## config.mk

```make
export PLATFORM = sky130hd
export DESIGN_NAME = spram_access_ctrl
export DESIGN_NICKNAME = d
export VERILOG_FILES = /design/src/rtl/spram_access_ctrl.sv
export SDC_FILE = /design/constraint.sdc
export NUM_CORES = 1
export LEC_CHECK = 0
export ABC_AREA = 1
export BUFFER_PORTS_ARGS = -buffer_cell sky130_fd_sc_hd__buf_2
export CAP_MARGIN = 15
export CORE_MARGIN = 3
export CORE_UTILIZATION = 45
export DETAILED_ROUTE_END_ITERATION = 10
export PLACE_DENSITY = 0.83
export SLEW_MARGIN = 20
export SYNTH_ARGS = -nofsm -noshare
export SYNTH_HDL_FRONTEND = slang
export SYNTH_SLANG_ARGS = --single-unit
export TNS_END_PERCENT = 10
```

## constraint.sdc

```tcl
create_clock -name clk_i -period 1.9 [get_ports clk_i]
set_input_delay 0.095 -clock clk_i [delete_from_list [all_inputs] [get_ports clk_i]]
set_output_delay 0.095 -clock clk_i [all_outputs]
set_load 0.01 [all_outputs]
```

## src/rtl/spram_access_ctrl.sv

```systemverilog
`default_nettype none
// ============================================================================
// Module      : spram_access_ctrl
// Description : Initiator side of a single-port block RAM. Arbitrates a
//               write client, a read client and a built-in clear engine onto
//               the one RAM port. Tracks the RAM's 1-cycle read latency and
//               returns registered read data with a one-cycle valid pulse.
// Ports       : clk_i, resetn_i          clock / async active-low reset
//               wr_valid_i/wr_ready_o    write handshake, wr_addr_i, wr_data_i
//               rd_valid_i/rd_ready_o    read handshake, rd_addr_i
//               rd_rvalid_o, rd_rdata_o  read response (registered)
//               clr_start_i              pulse: start a clear sweep
//               clr_busy_o, clr_done_o   sweep status (registered)
//               ram_we_o/addr_o/data_o   drive to RAM, ram_out_i from RAM
// Revision    : 1.0 - initial release
// ============================================================================
module spram_access_ctrl #(
    parameter int                    DATA_WIDTH = 8,
    parameter int                    ADDR_WIDTH = 4,
    parameter logic [DATA_WIDTH-1:0] FILL_VALUE = '0
) (
    input  logic                  clk_i,
    input  logic                  resetn_i,
    input  logic                  wr_valid_i,
    output logic                  wr_ready_o,
    input  logic [ADDR_WIDTH-1:0] wr_addr_i,
    input  logic [DATA_WIDTH-1:0] wr_data_i,
    input  logic                  rd_valid_i,
    output logic                  rd_ready_o,
    input  logic [ADDR_WIDTH-1:0] rd_addr_i,
    output logic                  rd_rvalid_o,
    output logic [DATA_WIDTH-1:0] rd_rdata_o,
    input  logic                  clr_start_i,
    output logic                  clr_busy_o,
    output logic                  clr_done_o,
    output logic                  ram_we_o,
    output logic [ADDR_WIDTH-1:0] ram_addr_o,
    output logic [DATA_WIDTH-1:0] ram_data_o,
    input  logic [DATA_WIDTH-1:0] ram_out_i
);

    localparam logic [0:0] S_IDLE  = 1'b0;
    localparam logic [0:0] S_CLEAR = 1'b1;

    logic [0:0]          state_q, state_d;
    // One extra bit so the terminal count is seen as a carry, not a wrap to 0.
    logic [ADDR_WIDTH:0] cnt_q, cnt_d;
    logic [ADDR_WIDTH:0] cnt_inc;
    logic                clr_last;
    logic                rd_pend_q;
    logic                rd_rvalid_q;
    logic [DATA_WIDTH-1:0] rd_rdata_q;
    logic                clr_busy_q;
    logic                clr_done_q;
    logic                rd_accept;

    assign cnt_inc  = cnt_q + {{ADDR_WIDTH{1'b0}}, 1'b1};
    assign clr_last = (state_q == S_CLEAR) && cnt_inc[ADDR_WIDTH];

    // ---------------- state register ----------------
    always_ff @(posedge clk_i or negedge resetn_i) begin
        if (!resetn_i) begin
            state_q <= S_IDLE;
            cnt_q   <= '0;
        end else begin
            state_q <= state_d;
            cnt_q   <= cnt_d;
        end
    end

    // ---------------- next-state logic ----------------
    always_comb begin
        state_d = state_q;
        cnt_d   = cnt_q;
        case (state_q)
            S_IDLE: begin
                if (clr_start_i) begin
                    state_d = S_CLEAR;
                    cnt_d   = '0;
                end
            end
            S_CLEAR: begin
                cnt_d = cnt_inc;
                if (clr_last) begin
                    state_d = S_IDLE;
                end
            end
            default: begin
                state_d = S_IDLE;
                cnt_d   = '0;
            end
        endcase
    end

    // ---------------- output logic ----------------
    // Handshakes are gated by resetn_i so nothing is accepted, and the RAM is
    // never written, while reset is held.
    always_comb begin
        wr_ready_o = 1'b0;
        rd_ready_o = 1'b0;
        ram_we_o   = 1'b0;
        ram_addr_o = '0;
        ram_data_o = '0;
        case (state_q)
            S_IDLE: begin
                wr_ready_o = resetn_i && !clr_start_i;
                rd_ready_o = resetn_i && !clr_start_i && !wr_valid_i;
                if (wr_valid_i && wr_ready_o) begin
                    ram_we_o   = 1'b1;
                    ram_addr_o = wr_addr_i;
                    ram_data_o = wr_data_i;
                end else if (rd_valid_i && rd_ready_o) begin
                    ram_addr_o = rd_addr_i;
                end
            end
            S_CLEAR: begin
                ram_we_o   = 1'b1;
                ram_addr_o = cnt_q[ADDR_WIDTH-1:0];
                ram_data_o = FILL_VALUE;
            end
            default: begin
                ram_we_o = 1'b0;
            end
        endcase
    end

    assign rd_accept = rd_valid_i && rd_ready_o;

    // ---------------- read return path and sweep status ----------------
    // rd_pend_q marks the cycle in which ram_out_i carries an accepted read;
    // the data is captured one edge later so the response is fully registered.
    always_ff @(posedge clk_i or negedge resetn_i) begin
        if (!resetn_i) begin
            rd_pend_q   <= 1'b0;
            rd_rvalid_q <= 1'b0;
            rd_rdata_q  <= '0;
            clr_busy_q  <= 1'b0;
            clr_done_q  <= 1'b0;
        end else begin
            rd_pend_q   <= rd_accept;
            rd_rvalid_q <= rd_pend_q;
            if (rd_pend_q) begin
                rd_rdata_q <= ram_out_i;
            end
            clr_busy_q  <= (state_d == S_CLEAR);
            clr_done_q  <= clr_last;
        end
    end

    assign rd_rvalid_o = rd_rvalid_q;
    assign rd_rdata_o  = rd_rdata_q;
    assign clr_busy_o  = clr_busy_q;
    assign clr_done_o  = clr_done_q;

endmodule
`default_nettype wire

```

Yosys cells after proc, flatten, opt, wreduce, memory -nomap -nowiden --
Index checks and enable logic that the tools add are counted.
Word-level totals: flip-flop bits (word level) 17, input port bits 29, output and inout port bits 26, logic and storage cells 31
Cells by class: add/subtract/negate cells 1, equality and inequality tests 1, multiplexer cells 14, bitwise operators 1, reduce and logical (&&, ||, !) cells 8
Operator list (number):
- $pmux W8 S2 | 1
- $pmux W5 S2 | 1
- $mux W4 | 2
- $mux W8 | 1
- $pmux W4 S2 | 1
- $logic_and A1 B1 Y1 | 6
- $add A5 B1 Y5 const B | 1
- $mux W1 | 5
- $mux W5 | 1
- $pmux W1 S2 | 2
- $logic_not A1 Y1 | 2
- $ne A2 B2 Y1 const B | 1
- $not A1 Y1 | 1

Depth between registers and ports, before layout --
Gate-level depths: netlist of the first run.
depth in word-level cells 7, mapped depth 7, mapped depth without buffers 6

Least setup slack after synthesis of the first run --
OpenSTA, ideal clock, no wires.
path type flip-flop to output port, from register clr_busy_o (netlist name), to output ram_data_o[0], data arrival time 1.032 ns, required time 1.805 ns, slack 0.773 ns, cell stages (with the launch flop) 6, path buffers 0, cell sequence dfrtp_1 -> inv_2 -> nand2_2 -> nor2_4 -> inv_2 -> nor2_1
RTL lines:
- end, declared | line 38 | output logic [DATA_WIDTH-1:0] ram_data_o,

==> run metrics, run 1 <==
fin util 68.0%; commonest non-fill, non-tap cell in the layout buf_2; TritonCTS clock tree built; MaxCap Viol Count 0; Lkg Pwr 0.712 nW; Initial Util 50.0%; Fin Setup TNS 0 ps; later-pin clock latency in the skew report 280 ps; unrepaired setup endpoints after global routing false; Psw 602 µW; VDD IR-drop max 0.794 mV; CTS max path bufs 2; first-pass GRT wire length 3620 µm; Rows 15; DRC 0; CTS Sinks 17; mapped cell area 901 µm²; Die H 50.7 µm; CP endpoint kind primary output; Hold Path Class in2reg; clock skew 0.407 ps; Synth Area per Inst 8.66 µm²; clock power share 12.2%; DR vias 910; vias in the first global route 906; crit-path max FO 11; Root Buffer clkbuf_4; Power Density 1220 nW/µm²; post-route minimum period 1680 ps; share of post-route cells with drive strength above 1 48.4%; sequential share of the synthesized area 47.2%; Worst Tran Pin Value 347 ps; arrival time worst endpoint 1590 ps; Synth warnings 0; sequential cell area 425 µm²; worst rel slew slack 76.9%; Layout Cells excl Fill 186; overall global routing resource usage 18.8%; kind of critical path reg2out; outcome completed; first-pass detailed-route iteration total 4; antenna violations before repair 0; post-detail-place hpwl 1830 µm; Distinct cells, synth 21; RePlAce Congestion 0.895; Fmax 595 MHz; register clock-pin slew on the reported worst setup and hold paths 90 ps; max-slew violation count 0; syn_nets 134; antenna cells 0; grt total ovfl 0; dpl cells 181; period utilization 88.5%; # fillers 169; area grow syn2layout 36.0%; nets 192; die area 2570 µm²; Req. time, crit path 1800 ps; Inserted Clock Buffers 3; Fin. Hold Viols 0; sequential fraction of design power 41.6%; pin count of the biggest net entering global routing 19; core box area 1800 µm²; Synth Register Bits 17; Total Wirelength 2190 µm; multi-input logic area 420 µm²; Post-Syn Instances 104; width of the die 50.7 µm; H-tree Lvls 1; Gate power share 46.2%; wire per inst 11.8 µm; via density per instance 4.89; Resize count post-CTS 0; commonest cells after routing, fill and taps aside buf_2 (54), nand2_1 (25), dfrtp_1 (17); I/O Buffers 54; Setup violations, final 0; CP Launch Type flop; I/O pin count 55; Sw Share 40.2%; Pint 897 µW; final antenna-violating net count 0; 1st-iter DRT viols 6
## synth_stat cells
master	instances	area share (%)
mux2_2	8	10
a21oi_1	2	1.1
o21ai_0	2	1.1
dfrtp_1	17	47
nor3_2	1	1.1
o21ai_1	1	0.56
inv_2	3	1.2
nand3_1	11	6.1
nand2_1	25	10
ha_1	1	1.4
a22o_2	1	1.1
nor2_1	15	6.2
nand4_1	1	0.69
buf_6	1	1.2
buf_2	2	1.1
nor2_4	1	1.2
nand2_4	2	2.5
o21ai_2	1	0.97
inv_1	6	2.5
nand2_2	2	1.4
or2_2	1	0.69
## power groups by stage
| stage | clock network, mW | logic [mW] | registers [mW] |
|---|---|---|---|
| 2_1_floorplan | 0 | 0.414 | 0.652 |
| 3_3_place_gp | 0 | 0.678 | 0.621 |
| 3_5_place_dp | 0 | 0.697 | 0.632 |
| 4_1_cts | 0.197 | 0.699 | 0.625 |
| 5_1_grt | 0.209 | 0.773 | 0.648 |
| 6_report | 0.183 | 0.693 | 0.624 |
## layer usage
layer / vias to the layer above / global-route usage, % / part of all wire (%)
li1: 447 / - / -
met1: 401 / 20.3 / 42
met2: 58 / 33.5 / 47
met3: 4 / 4.45 / 9.5
met4: 0 / 10.3 / 1.6
met5: - / 0 / 0
## worst paths after layout
path | from | to | slack [ps] | cells after the start
setup / recovery | clr_busy_o$_DFF_PN0_ | ram_data_o[6] | 220 | 6
hold reg to reg | rd_rdata_o[6]$_DFFE_PN0P_ | rd_rdata_o[6]$_DFFE_PN0P_ | 510 | 1
min in group asynchronous | resetn_i | cnt_q[4]$_DFFE_PN0P_ | 330 | 3
max in group asynchronous | resetn_i | cnt_q[0]$_DFFE_PN0P_ | 1380 | 3
setup reg to reg | clr_busy_o$_DFF_PN0_ | rd_pend_q$_DFF_PN0_ | 670 | 5
hold / removal | ram_out_i[6] | rd_rdata_o[6]$_DFFE_PN0P_ | 50 | 2
## registers in the layout (all words and copies together) (netlist names)
signal	count
clr_done_o	1
rd_rdata_o	8
rd_rvalid_o	1
clr_busy_o	1
cnt_q	5
rd_pend_q	1
## logic make-up (layout without fill, tap and decap cells)
group,Yosys count,in the layout,share of synthesized area (%)
fa+ha+maj,1,1,1.39
mux,8,8,10.0
simple gates,59,59,30.4
compound gates,7,7,4.86
flops,17,17,47.2
buf+inv,12,69,6.11
## final cells by class
cell class	count	area share [%]
Clock buffer	4	2.15
Sequential cell	17	34.7
Multi-Input combinational cell	75	34.3
Timing Repair Buffer	56	23.5
Inverter	9	2.76
Tap cell	25	2.55
## critical path, stage by stage, from the launching register on
cell and delay (ps):
dfrtp_1 470, inv_2 240, nand2_2 120, nor2_4 130, inv_2 100, nor2_1 100, buf_2 140
## through the flow
stage,hold WS (ps),setup WS (ps),cell area (µm²),power (mW)
after floorplan,-201,773,901,1.07
after global placement,89.9,620,1190,1.30
after detailed placement,84.3,531,1190,1.33
after CTS,29.7,200,1220,1.52
after global routing,27.7,49.2,1220,1.63
final,45.3,219,1220,1.50
## what timing repair did
| item | 4_1_cts | 5_1_grt |
|---|---|---|
| buffers inserted | 0 | 0 |
| endpoints found under the hold margin | 17 | 0 |
| hold buffers | 1 | 0 |
(Power assumes the default switching activity.)
==> run 2: changes to the inputs <==
--- a/config.mk
+++ b/config.mk
@@ -8,11 +8,11 @@
 export ABC_AREA = 1
 export BUFFER_PORTS_ARGS = -buffer_cell sky130_fd_sc_hd__buf_2
 export CAP_MARGIN = 15
+export CORE_ASPECT_RATIO = 0.8
 export CORE_MARGIN = 3
 export CORE_UTILIZATION = 45
 export DETAILED_ROUTE_END_ITERATION = 10
 export PLACE_DENSITY = 0.83
-export SLEW_MARGIN = 20
 export SYNTH_ARGS = -nofsm -noshare
 export SYNTH_HDL_FRONTEND = slang
 export SYNTH_SLANG_ARGS = --single-unit
==> run 2 against run 1 <==
Register-to-register slack better by 20 ps; cell count shrank 1.6%; wire length fell by 3.8%; die area grew 0.14%; sequential cell count unchanged; via count down 2.6%; non-clock buffer count stayed put; first-iteration DRC count up 33%; count of clock-buffer cells in the layout is the same; critical endpoint is now ram_addr_o[0].
==> run metrics, run 2 (synthesis results as in run 1) <==
CP cell instances dlygate4sd3_1 > buf_2 > inv_1 > nor2_1 > nand3_1 > nand2_1 > nand2_1 > nand2_1 > buf_2; max-slew violation count 0 (unchanged); width of the die 56.0 µm (+10%); register clock-pin slew on the reported worst setup and hold paths 90 ps (about the same); FF-to-FF path depth 5 (unchanged); DP Worst Slack 544 ps (+13.4 ps); Lkg Pwr 0.712 nW (unchanged); Rows 13 (-2); period utilization 89.3% (+0.82 points); grt total ovfl 0 (unchanged); Fin. Hold Viols 0 (unchanged); post-detail-place hpwl 1780 µm (-2.4%); Resize count post-CTS 0 (unchanged); H-tree Lvls 1 (unchanged); Die H 46.0 µm (-9.3%); post-route minimum period 1700 ps (+15.6 ps); commonest non-fill, non-tap cell in the layout buf_2; Initial Util 51.3% (+1.3 points); Fin Setup TNS 0 ps (unchanged); multi-input logic area 420 µm² (unchanged); Total Wirelength 2110 µm (-3.8%); outcome completed; overall global routing resource usage 18.0% (-0.79 points); hold path start ram_out_i[2]; CP max stage delay 520 ps (+50 ps); final antenna-violating net count 0 (unchanged); VDD IR-drop max 0.587 mV (-26%); max reg flops 8 (unchanged); MaxCap Viol Count 0 (unchanged); first-pass GRT wire length 3460 µm (-4.6%); Setup violations, final 0 (unchanged); Most Frequent Cell on Critical Path nand2_1; die area 2580 µm² (+0.14%); core box area 1760 µm² (-2.5%); kind of critical path in2out; Power Density 1230 nW/µm² (about the same); I/O pin count 55 (unchanged); wire per inst 11.5 µm (-2.3%); Inserted Clock Buffers 3 (unchanged); CP endpoint kind primary output; I/O Buffers 54 (unchanged); DRC 0 (unchanged); Hold Crit Depth 2 (unchanged); commonest cells after routing, fill and taps aside buf_2 (54), nand2_1 (25), dfrtp_1 (17); nets 192 (unchanged); crit-path max FO 7 (-4); TritonCTS clock tree built; clock skew 2.82 ps (+2.41 ps); Req. time, crit path 1800 ps (about the same); Fmax 589 MHz (-0.92%); Layout Cells excl Fill 183 (-1.6%); cell family with most CP delay buffers and inverters; Worst Hold End rd_rdata_o[2]$_DFFE_PN0P_; area grow syn2layout 35.6%; CTS Sinks 17 (unchanged); worst rel slew slack 76.2% (-0.65 points); Worst Tran Pin Value 357 ps (+9.77 ps); 1st-iter DRT viols 8 (+2); Crit Reg-Reg Endpoint rd_pend_q$_DFF_PN0_; Crit-path slowest cell dlygate4sd3_1; antenna violations before repair 0 (unchanged); DR vias 886 (-2.6%); vias in the first global route 794 (-12%); pin count of the biggest net entering global routing 16 (-3); dpl cells 178 (-1.7%); later-pin clock latency in the skew report 290 ps (about the same); fin util 69.5% (+1.5 points); sequential cell area 425 µm² (unchanged); antenna cells 0 (unchanged); Root Buffer clkbuf_4; Hold Path Class in2reg; # fillers 135 (-20%); R2R Setup Slk 690 ps (+20 ps); Levels on crit path 9 (+3); unrepaired setup endpoints after global routing false; share of post-route cells with drive strength above 1 48.4% (unchanged); RePlAce Congestion 0.779 (-13%); Buf/Inv on CP 4 (+1); via density per instance 4.84 (-1.0%); first-pass detailed-route iteration total 4 (unchanged); final setup margin 203 ps (-15.6 ps); critical register-to-register path startpoint clr_busy_o$_DFF_PN0_; CP Launch Type primary input; CTS max path bufs 2 (unchanged); arrival time worst endpoint 1600 ps (about the same)
-- run 2: cell counts in the layout (fill, tap and decap cells not counted) --
Identical to the previous run, type by type.
-- run 2: final cells by class --
cell class	instances	area share [%]
flip-flops and latches	17	34.8
clock buffers	4	2.15
well taps	22	2.25
inverters	9	2.77
repair buffers	56	23.6
multi-input cells	75	34.4
-- run 2: worst max path at each step --
stage / start / to / slack, ps
3_3_place_gp: clr_busy_o$_DFF_PN0_ / ram_data_o[5] / 610
2_1_floorplan: clr_busy_o$_DFF_PN0_ / ram_data_o[0] / 770
6_report: resetn_i / ram_addr_o[0] / 200
4_1_cts: resetn_i / ram_addr_o[0] / 190
3_5_place_dp: clr_busy_o$_DFF_PN0_ / ram_data_o[0] / 540
5_1_grt: resetn_i / ram_addr_o[0] / 60
-- run 2: what timing repair did --
action,in CTS,in global routing
hold buffers,1,0
endpoints found under the hold margin,17,0
setup buffers,0,0
-- run 2: through the flow --
| step | area, µm² | hold WS, ps | power [mW] |
|---|---|---|---|
| 6_report | 1220 | 34.9 | 1.50 |
| 4_1_cts | 1220 | 32.1 | 1.51 |
| 3_5_place_dp | 1180 | -67.2 | 1.32 |
| 3_3_place_gp | 1180 | -69.9 | 1.29 |
| 5_1_grt | 1220 | 33.4 | 1.62 |
| 2_1_floorplan | 901 | -201 | 1.07 |
-- run 2: power breakdown --
part           switching [mW]  leakage, nW  total [mW]  internal [mW]
Sequential              0.123        0.216       0.626          0.502
Clock                   0.106       0.0150       0.188         0.0817
Combinational           0.369        0.481       0.683          0.313
Total                   0.599        0.712        1.50          0.897
-- run 2: metal layers --
layer / routed length (µm) / track usage [%] / up-vias
li1: - / - / 448
met2: 1040 / 33.8 / 39
met3: 147 / 4.53 / 4
met4: 34 / 7.11 / 0
met5: 0 / 0 / -
met1: 889 / 20.1 / 395
==> run 3: changes to the inputs <==
--- a/config.mk
+++ b/config.mk
@@ -9,7 +9,6 @@
 export BUFFER_PORTS_ARGS = -buffer_cell sky130_fd_sc_hd__buf_2
 export CAP_MARGIN = 15
 export CORE_ASPECT_RATIO = 0.8
-export CORE_MARGIN = 3
 export CORE_UTILIZATION = 45
 export DETAILED_ROUTE_END_ITERATION = 10
 export PLACE_DENSITY = 0.83
==> run 3 against run 2 <==
Die area shrank 15%; sequential power barely moved; largest cell class unchanged; non-clock buffer count did not move.
==> run metrics, run 3 (synthesis results as in run 1) <==
commonest cells after routing, fill and taps aside buf_2 (54), nand2_1 (25), dfrtp_1 (17); antenna violations before repair 0 (unchanged); Rows 14 (+1); clock skew 0.565 ps (-2.25 ps); CP Launch Type flop; first-pass detailed-route iteration total 4 (unchanged); core box area 1870 µm² (+6.7%); commonest non-fill, non-tap cell in the layout buf_2; first-pass GRT wire length 3660 µm (+5.8%); DR vias 895 (+1.0%); arrival time worst endpoint 1600 ps (about the same); TritonCTS clock tree built; Worst Tran Pin Value 346 ps (-10.6 ps); Fin Setup TNS 0 ps (unchanged); DRC 0 (unchanged); width of the die 52.0 µm (-7.1%); design area 1220 µm² (+0.20%); final antenna-violating net count 0 (unchanged); post-route minimum period 1690 ps (-5.53 ps); Fin. Hold Viols 0 (unchanged); later-pin clock latency in the skew report 280 ps (about the same); register clock-pin slew on the reported worst setup and hold paths 90 ps (about the same); via density per instance 4.84 (about the same); max-slew violation count 0 (unchanged); nets 192 (unchanged); Hold Path Class in2reg; Total Wirelength 2060 µm (-2.4%); placed cell areas 1190 µm² (+0.21%); post-detail-place hpwl 1660 µm (-6.8%); Inserted Clock Buffers 3 (unchanged); wire per inst 11.1 µm (-3.4%); Root Buffer clkbuf_4; CTS max path bufs 2 (unchanged); CP endpoint kind primary output; fin util 65.3% (-4.2 points); worst rel slew slack 76.9% (+0.70 points); pin count of the biggest net entering global routing 19 (+3); Power Density 1210 nW/µm² (-0.88%); MaxCap Viol Count 0 (unchanged); share of post-route cells with drive strength above 1 48.4% (unchanged); antenna cells 0 (unchanged); 1st-iter DRT viols 7 (-1); H-tree Lvls 1 (unchanged); CTS Sinks 17 (unchanged); Design Power 1.49 mW (-0.67%); vias in the first global route 912 (+15%); Setup violations, final 0 (unchanged); Fmax 591 MHz (+0.33%); VDD IR-drop max 0.588 mV (+0.13%); max reg flops 8 (unchanged); overall global routing resource usage 22.2% (+4.2 points); unrepaired setup endpoints after global routing false; hold_ws 42.4 ps (+7.52 ps); die area 2190 µm² (-15%); Req. time, crit path 1800 ps (about the same); area grow syn2layout 35.8%; kind of critical path reg2out; RePlAce Congestion 0.855 (+9.8%); I/O pin count 55 (unchanged); Lkg Pwr 0.712 nW (unchanged); grt total ovfl 0 (unchanged); Initial Util 48.1% (-3.2 points); I/O Buffers 54 (unchanged); Die H 42.0 µm (-8.7%); period utilization 89.0% (-0.29 points); crit-path max FO 11 (+4); outcome completed
run 3: final timing paths:
kind	from	endpoint	slack, ps	cells after the start
max	clr_busy_o$_DFF_PN0_	ram_data_o[1]	210	6
min	ram_out_i[7]	rd_rdata_o[7]$_DFFE_PN0P_	40	2
max reg2reg	clr_busy_o$_DFF_PN0_	rd_pend_q$_DFF_PN0_	640	5
min reg2reg	rd_rdata_o[6]$_DFFE_PN0P_	rd_rdata_o[6]$_DFFE_PN0P_	510	1
max in group asynchronous	resetn_i	clr_done_o$_DFF_PN0_	1410	3
min in group asynchronous	resetn_i	rd_rdata_o[5]$_DFFE_PN0P_	310	3
run 3: timing repair:
action / 4_1_cts / 5_1_grt
hold buffers: 1 / 0
buffers inserted: 0 / 0
endpoints found under the hold margin: 17 / 0
gates resized for setup: 0 / 0
run 3: per-stage QoR:
step | cells | setup slack [ps]
global placement | 180 | 617
detailed placement | 180 | 530
finish | 185 | 209
CTS | 185 | 206
global route | 185 | 91.6
floorplan | 104 | 773
run 3: where the power goes:
group	internal (mW)	total, mW	switching, mW
clock	0.0814	0.182	0.101
combinational	0.313	0.675	0.361
sequential	0.502	0.629	0.127
run 3: layer usage:
| metal | global-route usage (%) | vias to the layer above | routed length [µm] |
|---|---|---|---|
| li1 | - | 448 | - |
| met1 | 26.2 | 415 | 860 |
| met2 | 41.0 | 30 | 1090 |
| met3 | 3.99 | 2 | 98 |
| met4 | 4.86 | 0 | 12 |
| met5 | 0 | - | 0 |
run 3: cell type report:
| cell class | count | area (µm²) |
|---|---|---|
| well taps | 24 | 30.0 |
| repair buffers | 56 | 288 |
| inverters | 9 | 33.8 |
| multi-input cells | 75 | 420 |
| flip-flops and latches | 17 | 425 |
| clock buffers | 4 | 26.3 |
| fillers | 160 | 651 |
run 3: critical path, stage by stage (launching register included):
cell and delay, ps:
dfrtp_1 470, inv_2 240, nand2_2 120, nor2_4 130, inv_2 100, nor2_1 110
buf_2 140
